File: src/rtl/car_render_ctrl.sv
// Player-car render controller: erases the old 20x20 footprint, moves the origin on
// frame ticks, and forwards the sprite drawer's non-transparent pixels to the VGA port.
module car_render_ctrl (
    input  logic       clk,
    input  logic       resetn,
    input  logic       frame_tick,
    input  logic       btn_left,
    input  logic       btn_right,
    input  logic       btn_up,
    input  logic       btn_down,
    input  logic [7:0] spr_x,
    input  logic [6:0] spr_y,
    input  logic [8:0] spr_colour,
    input  logic       spr_done,
    output logic [7:0] origin_x,
    output logic [6:0] origin_y,
    output logic [7:0] vga_x,
    output logic [6:0] vga_y,
    output logic [8:0] vga_colour,
    output logic       plot,
    output logic       busy
);

    localparam logic [8:0]        BG_COLOUR = 9'h000;
    localparam logic [8:0]        TRANS_KEY = 9'h1FF;
    localparam logic signed [9:0] STEP      = 10'sd2;
    localparam logic [7:0]        X_MAX     = 8'd140;
    localparam logic [6:0]        Y_MAX     = 7'd100;
    localparam logic [7:0]        X_INIT    = 8'd70;
    localparam logic [6:0]        Y_INIT    = 7'd50;
    localparam logic [4:0]        LAST      = 5'd19;

    typedef enum logic [2:0] {
        ARM   = 3'd0,
        DRAW  = 3'd1,
        IDLE  = 3'd2,
        ERASE = 3'd3,
        MOVE  = 3'd4
    } state_t;

    state_t            state_r, state_s;
    logic              done_q_r;
    logic              done_rise_s;
    logic [4:0]        ex_r, ex_s, ey_r, ey_s;
    logic signed [9:0] dx_r, dx_s, dy_r, dy_s;
    logic signed [9:0] step_x_s, step_y_s;
    logic signed [9:0] sum_x_s, sum_y_s;
    logic [7:0]        org_x_r, org_x_s;
    logic [6:0]        org_y_r, org_y_s;
    logic [7:0]        vga_x_r, vga_x_s;
    logic [6:0]        vga_y_r, vga_y_s;
    logic [8:0]        vga_colour_r, vga_colour_s;
    logic              plot_r, plot_s;

    // Both or neither request in an axis cancel out.
    function automatic logic signed [9:0] dir_step(input logic neg, input logic pos);
        if (pos && !neg) begin
            dir_step = STEP;
        end else if (neg && !pos) begin
            dir_step = -STEP;
        end else begin
            dir_step = 10'sd0;
        end
    endfunction

    function automatic logic [7:0] clamp_x(input logic signed [9:0] v);
        if (v < 10'sd0) begin
            clamp_x = 8'd0;
        end else if (v > $signed({2'b00, X_MAX})) begin
            clamp_x = X_MAX;
        end else begin
            clamp_x = v[7:0];
        end
    endfunction

    function automatic logic [6:0] clamp_y(input logic signed [9:0] v);
        if (v < 10'sd0) begin
            clamp_y = 7'd0;
        end else if (v > $signed({3'b000, Y_MAX})) begin
            clamp_y = Y_MAX;
        end else begin
            clamp_y = v[6:0];
        end
    endfunction

    assign done_rise_s = spr_done & ~done_q_r;
    assign step_x_s    = dir_step(btn_left, btn_right);
    assign step_y_s    = dir_step(btn_up, btn_down);
    assign sum_x_s     = $signed({2'b00, org_x_r}) + dx_r;
    assign sum_y_s     = $signed({3'b000, org_y_r}) + dy_r;

    assign origin_x   = org_x_r;
    assign origin_y   = org_y_r;
    assign vga_x      = vga_x_r;
    assign vga_y      = vga_y_r;
    assign vga_colour = vga_colour_r;
    assign plot       = plot_r;
    assign busy       = (state_r != IDLE);

    // Next-state and next-output decode; vga_* hold their value when not plotting.
    always_comb begin
        state_s      = state_r;
        ex_s         = ex_r;
        ey_s         = ey_r;
        dx_s         = dx_r;
        dy_s         = dy_r;
        org_x_s      = org_x_r;
        org_y_s      = org_y_r;
        vga_x_s      = vga_x_r;
        vga_y_s      = vga_y_r;
        vga_colour_s = vga_colour_r;
        plot_s       = 1'b0;
        case (state_r)
            ARM: begin
                if (done_rise_s) begin
                    state_s = DRAW;
                end else begin
                    state_s = ARM;
                end
            end
            DRAW: begin
                if (done_rise_s) begin
                    state_s = IDLE;
                end else begin
                    vga_x_s      = spr_x;
                    vga_y_s      = spr_y;
                    vga_colour_s = spr_colour;
                    plot_s       = (spr_colour != TRANS_KEY);
                end
            end
            IDLE: begin
                if (frame_tick && ((step_x_s != 10'sd0) || (step_y_s != 10'sd0))) begin
                    dx_s    = step_x_s;
                    dy_s    = step_y_s;
                    ex_s    = 5'd0;
                    ey_s    = 5'd0;
                    state_s = ERASE;
                end else begin
                    state_s = IDLE;
                end
            end
            ERASE: begin
                vga_x_s      = org_x_r + {3'b000, ex_r};
                vga_y_s      = org_y_r + {2'b00, ey_r};
                vga_colour_s = BG_COLOUR;
                plot_s       = 1'b1;
                if (ex_r == LAST) begin
                    ex_s = 5'd0;
                    if (ey_r == LAST) begin
                        ey_s    = 5'd0;
                        state_s = MOVE;
                    end else begin
                        ey_s = ey_r + 5'd1;
                    end
                end else begin
                    ex_s = ex_r + 5'd1;
                end
            end
            MOVE: begin
                org_x_s = clamp_x(sum_x_s);
                org_y_s = clamp_y(sum_y_s);
                state_s = ARM;
            end
            default: begin
                state_s = ARM;
            end
        endcase
    end

    // State, scan, origin and VGA output registers with synchronous active-low reset.
    always_ff @(posedge clk) begin
        if (!resetn) begin
            state_r      <= ARM;
            done_q_r     <= 1'b0;
            ex_r         <= 5'd0;
            ey_r         <= 5'd0;
            dx_r         <= 10'sd0;
            dy_r         <= 10'sd0;
            org_x_r      <= X_INIT;
            org_y_r      <= Y_INIT;
            vga_x_r      <= 8'd0;
            vga_y_r      <= 7'd0;
            vga_colour_r <= 9'd0;
            plot_r       <= 1'b0;
        end else begin
            state_r      <= state_s;
            done_q_r     <= spr_done;
            ex_r         <= ex_s;
            ey_r         <= ey_s;
            dx_r         <= dx_s;
            dy_r         <= dy_s;
            org_x_r      <= org_x_s;
            org_y_r      <= org_y_s;
            vga_x_r      <= vga_x_s;
            vga_y_r      <= vga_y_s;
            vga_colour_r <= vga_colour_s;
            plot_r       <= plot_s;
        end
    end

endmodule

File: config.mk
export PLATFORM = sky130hd
export DESIGN_NAME = car_render_ctrl
export DESIGN_NICKNAME = d
export VERILOG_FILES = /design/src/rtl/car_render_ctrl.sv
export SDC_FILE = /design/constraint.sdc
export NUM_CORES = 1
export LEC_CHECK = 0
export CORE_MARGIN = 2
export CORE_UTILIZATION = 50
export CTS_BUF_LIST = sky130_fd_sc_hd__clkbuf_4 sky130_fd_sc_hd__clkbuf_8
export CTS_CLUSTER_SIZE = 14
export DETAILED_ROUTE_END_ITERATION = 8
export GPL_TIMING_DRIVEN = 0
export HOLD_SLACK_MARGIN = 0.12
export PLACE_DENSITY = 0.88
export RECOVER_POWER = 100
export SLEW_MARGIN = 0
export SYNTH_ARGS = -nofsm -noshare
export SYNTH_HDL_FRONTEND = slang
export SYNTH_SLANG_ARGS = --single-unit
File: constraint.sdc
create_clock -name clk -period 2.7 [get_ports clk]
set_input_delay 0.405 -clock clk [delete_from_list [all_inputs] [get_ports clk]]
set_output_delay 0.405 -clock clk [all_outputs]
set_load 0.01 [all_outputs]
==> results.txt <==
family with the most delay on the worst path: compound AO/OA/AOI/OAI gates
Synth Instances: 423
routed length per instance: 15.7 um
worst-case reg-to-reg path depth: 9
critical path class: flop to flop
final hold violation count: 0
port bufs: 70
min-delay worst type: flop to flop
CTS Buf Count: 5
initial antenna violation count: 0
ANT cells: 0
layout cells sized above 1: 4.98%
Clk network pwr share: 20.4%
PnR worst setup slack: 0.226 ns
Cell variety after synth: 60
CP required: 2.97 ns
postcts setup bufs: 0
Mean Syn Cell Area: 8.02 um2
WL met2: 4650 um
Total GRT Usage: 24.0%
Synth Area in XOR/XNOR: 6.19%
Compound-Gate Fraction of Synth Area: 20.8%
Worst-Margin Slew: 0.669 ns
RR Startpoint: origin_x[1]
Clock transition at path regs: 0.10 ns
H-tree depth: 2
CP Data Arrival Time: 2.74 ns
clk root buf: clkbuf_8
sw frac: 36.0%
antenna viol nets, final: 0
DRT Pass-1 Iters: 7
clock latency on the worst-skew pair: 0.32 ns
count of nets after finishing: 562
post-synthesis sequential area ratio: 33.0%
Async SR Flop Fraction: 0%
f_max: 0.404 GHz
Ys Warns: 0
Area Overhead vs Synth: 26.6%
CP Capture Type: flop
TritonCTS clock tree: done
DRC: 0
status: finished clean
Setup WS pre-CTS: 0.146 ns
Synth Area in Simple Gates: 23.2%
GR Overflow Total: 0
EDFF count, synth: 0
max cap viols: 0
met1 WL: 3920 um
DR vias: 3,433
Max clock buf depth: 2
DP HPWL: 6760 um
global-route wire length before repair: 14,500 um
power per cell area: 567 nW/um2
share of the synthesized area in the top cell type: 33.0%
DRT Wirelength: 9140 um
Die W: 86.4 um
Flop pwr share: 42.7%
top post-synthesis cells by area: dfxtp_1 (33%), ha_1 (10%), nand2_1 (7.5%)
DIE AREA: 7460 um2
final setup fails: 0
Pleak: 0.00188 uW
adder-cell share of the synthesized area: 11.1%
Hold Startpoint: vga_colour[2]
Comb pwr share: 36.9%
WL met3: 489 um
final max-slew violation count: 0
Hold Path Depth: 2
slowest cell delay on critical path: 0.45 ns
hold endpoint: vga_colour[2]
Top Ports: 73
crit-path max FO: 6
Worst setup SP type: flop
Hold Slack: 0.472 ns
clk_skew: 0.0113 ns
highest metal used: met4
DRT iter0 DRCs: 223
slowest stage cell, crit path: or4_4
mux share of post-synthesis cell area: 0.590%
worst flop-to-flop path endpoint: origin_x[4]
Cell Int Power: 1560 uW
Final Total Pwr: 2440 uW
clock sink count: 56
gpl congestion: 0.902
post-synthesis register bit count: 56
vias in the first global route: 3,227
Reg2Reg Setup Slack: 0.23 ns
Synth area leader: dfxtp_1
setup TNS: 0 ns
dominant synthesized flop cell: dfxtp_1
Critical Path, Cell by Cell: ha_1 > inv_1 > fa_1 > and2b_1 > o211ai_1 > a21oi_1 > or4_4 > a22oi_4 > a41o_1
Starting Density: 50.8%
synthesized area: 3390 um2
vias per inst: 5.90
Slew HR: 55.1%
crit share post-route: 91.6%
largest family of logic cells by synthesized area: simple AND/OR/NAND/NOR gates
buffer and inverter count on the worst path: 1
Placeable Area: 6680 um2
switching pwr: 876 uW
RSZ-0062 raised after global routing: no
Rows: 30
die height: 86.4 um
Min Clock Period, post-route: 2.47 ns
largest net degree at the start of global routing: 18
Max VDD drop: 368 uV
-- sequential cells by signal, indices dropped and copies added, names as in the netlist --
| signal | count |
|---|---|
| vga_colour | 9 |
| vga_x | 8 |
| origin_x | 7 |
| vga_y | 7 |
| origin_y | 6 |
| ex_r | 5 |
| ey_r | 5 |
| state_r | 3 |
| dx_r | 2 |
| dy_r | 2 |
| done_q_r | 1 |
| plot | 1 |
-- layer usage --
| layer | vias to the layer above | global-route usage [%] |
|---|---|---|
| met3 | 10 | 3.24 |
| met5 | - | 0 |
| li1 | 1655 | - |
| met1 | 1636 | 29.3 |
| met2 | 132 | 44.0 |
| met4 | 0 | 6.82 |
-- worst reg2reg max path, stage by stage, from the launching register on --
cell and delay [ns]:
dfxtp_2 0.37, ha_1 0.23, inv_1 0.07, fa_1 0.21
and2b_1 0.20, o211ai_1 0.32, a21oi_1 0.13, or4_4 0.45
a22oi_4 0.25, a41o_1 0.19
-- metrics by stage --
step	util (%)	cell area, um2	std cells
6_report	64.3	4300	582
5_1_grt	64.3	4300	582
4_1_cts	64.3	4300	582
3_5_place_dp	62.8	4200	574
3_3_place_gp	62.8	4200	574
2_1_floorplan	-	3400	424
-- timing repair --
item | CTS | global route
resized for setup | 0 | 2
hold endpoints to repair | 0 | 0
hold buffers | 0 | 0
setup endpoints to repair | 0 | 7
-- worst max path at each step --
| stage | startpoint | endpoint | slack (ns) | cells past startpoint |
|---|---|---|---|---|
| CTS | dx_r[8] | origin_x[4] | 0.12 | 8 |
| floorplan | dx_r[8] | origin_x[4] | 0.43 | 8 |
| detailed placement | dx_r[8] | origin_x[4] | 0.15 | 8 |
| global placement | dx_r[8] | origin_x[4] | 0.20 | 8 |
| global route | origin_x[1] | origin_x[4] | 0.08 | 9 |
| finish | origin_x[1] | origin_x[4] | 0.23 | 9 |
-- cell families (layout without fill, tap and decap cells) --
kind of cell / Yosys count / after routing
simple gates: 166 / 166
other cells: 1 / 2
buf+inv: 39 / 117
fa+ha+maj: 29 / 29
xor+xnor: 24 / 24
compound gates: 106 / 106
flops: 56 / 56
mux: 2 / 2
-- cell type report --
cell class                 count  area [um2]
clock buffer                   6        82.6
inverter                      18        67.6
clock inverter                 2        15.0
tap                           80         100
fill                         558        2380
buffer                        21        98.8
timing repair buffer          70         701
multi-input combinational    329        2110
sequential                    56        1120
-- cell usage after synthesis, types with 5 or more instances --
master and count:
xnor2_1 12, clkbuf_1 15, a311oi_1 12, a21oi_1 41
nand3_1 21, a21o_1 7, inv_1 17, o21ai_0 14
nand2_1 68, ha_1 27, nor3_1 8, nor2_1 33
and2_1 5, xor2_1 12, dfxtp_1 56
-- power groups by stage --
stage,clock [uW],sequential (uW),combinational (uW)
after floorplan,0,1080,508
after global routing,524,1060,989
after detailed placement,0,1060,918
final,498,1040,900
after CTS,494,1040,928
after global placement,0,1050,892
-- cell usage in the layout, fill, tap and decap left out, types with 6 or more instances in the layout --
master | synthesis | final
dlygate4sd3_1 | 0 | 39
ha_1 | 27 | 27
nor3_1 | 8 | 8
clkbuf_8 | 0 | 6
nand2_1 | 68 | 68
inv_1 | 17 | 17
nand3_1 | 21 | 21
a311oi_1 | 12 | 12
xnor2_1 | 12 | 12
a21oi_1 | 41 | 41
clkdlybuf4s50_1 | 0 | 31
dfxtp_1 | 56 | 54
a21o_1 | 7 | 7
xor2_1 | 12 | 12
o21ai_0 | 14 | 14
clkbuf_1 | 15 | 16
nor2_1 | 33 | 33
No activity file was read; power rests on OpenSTA's default activity.
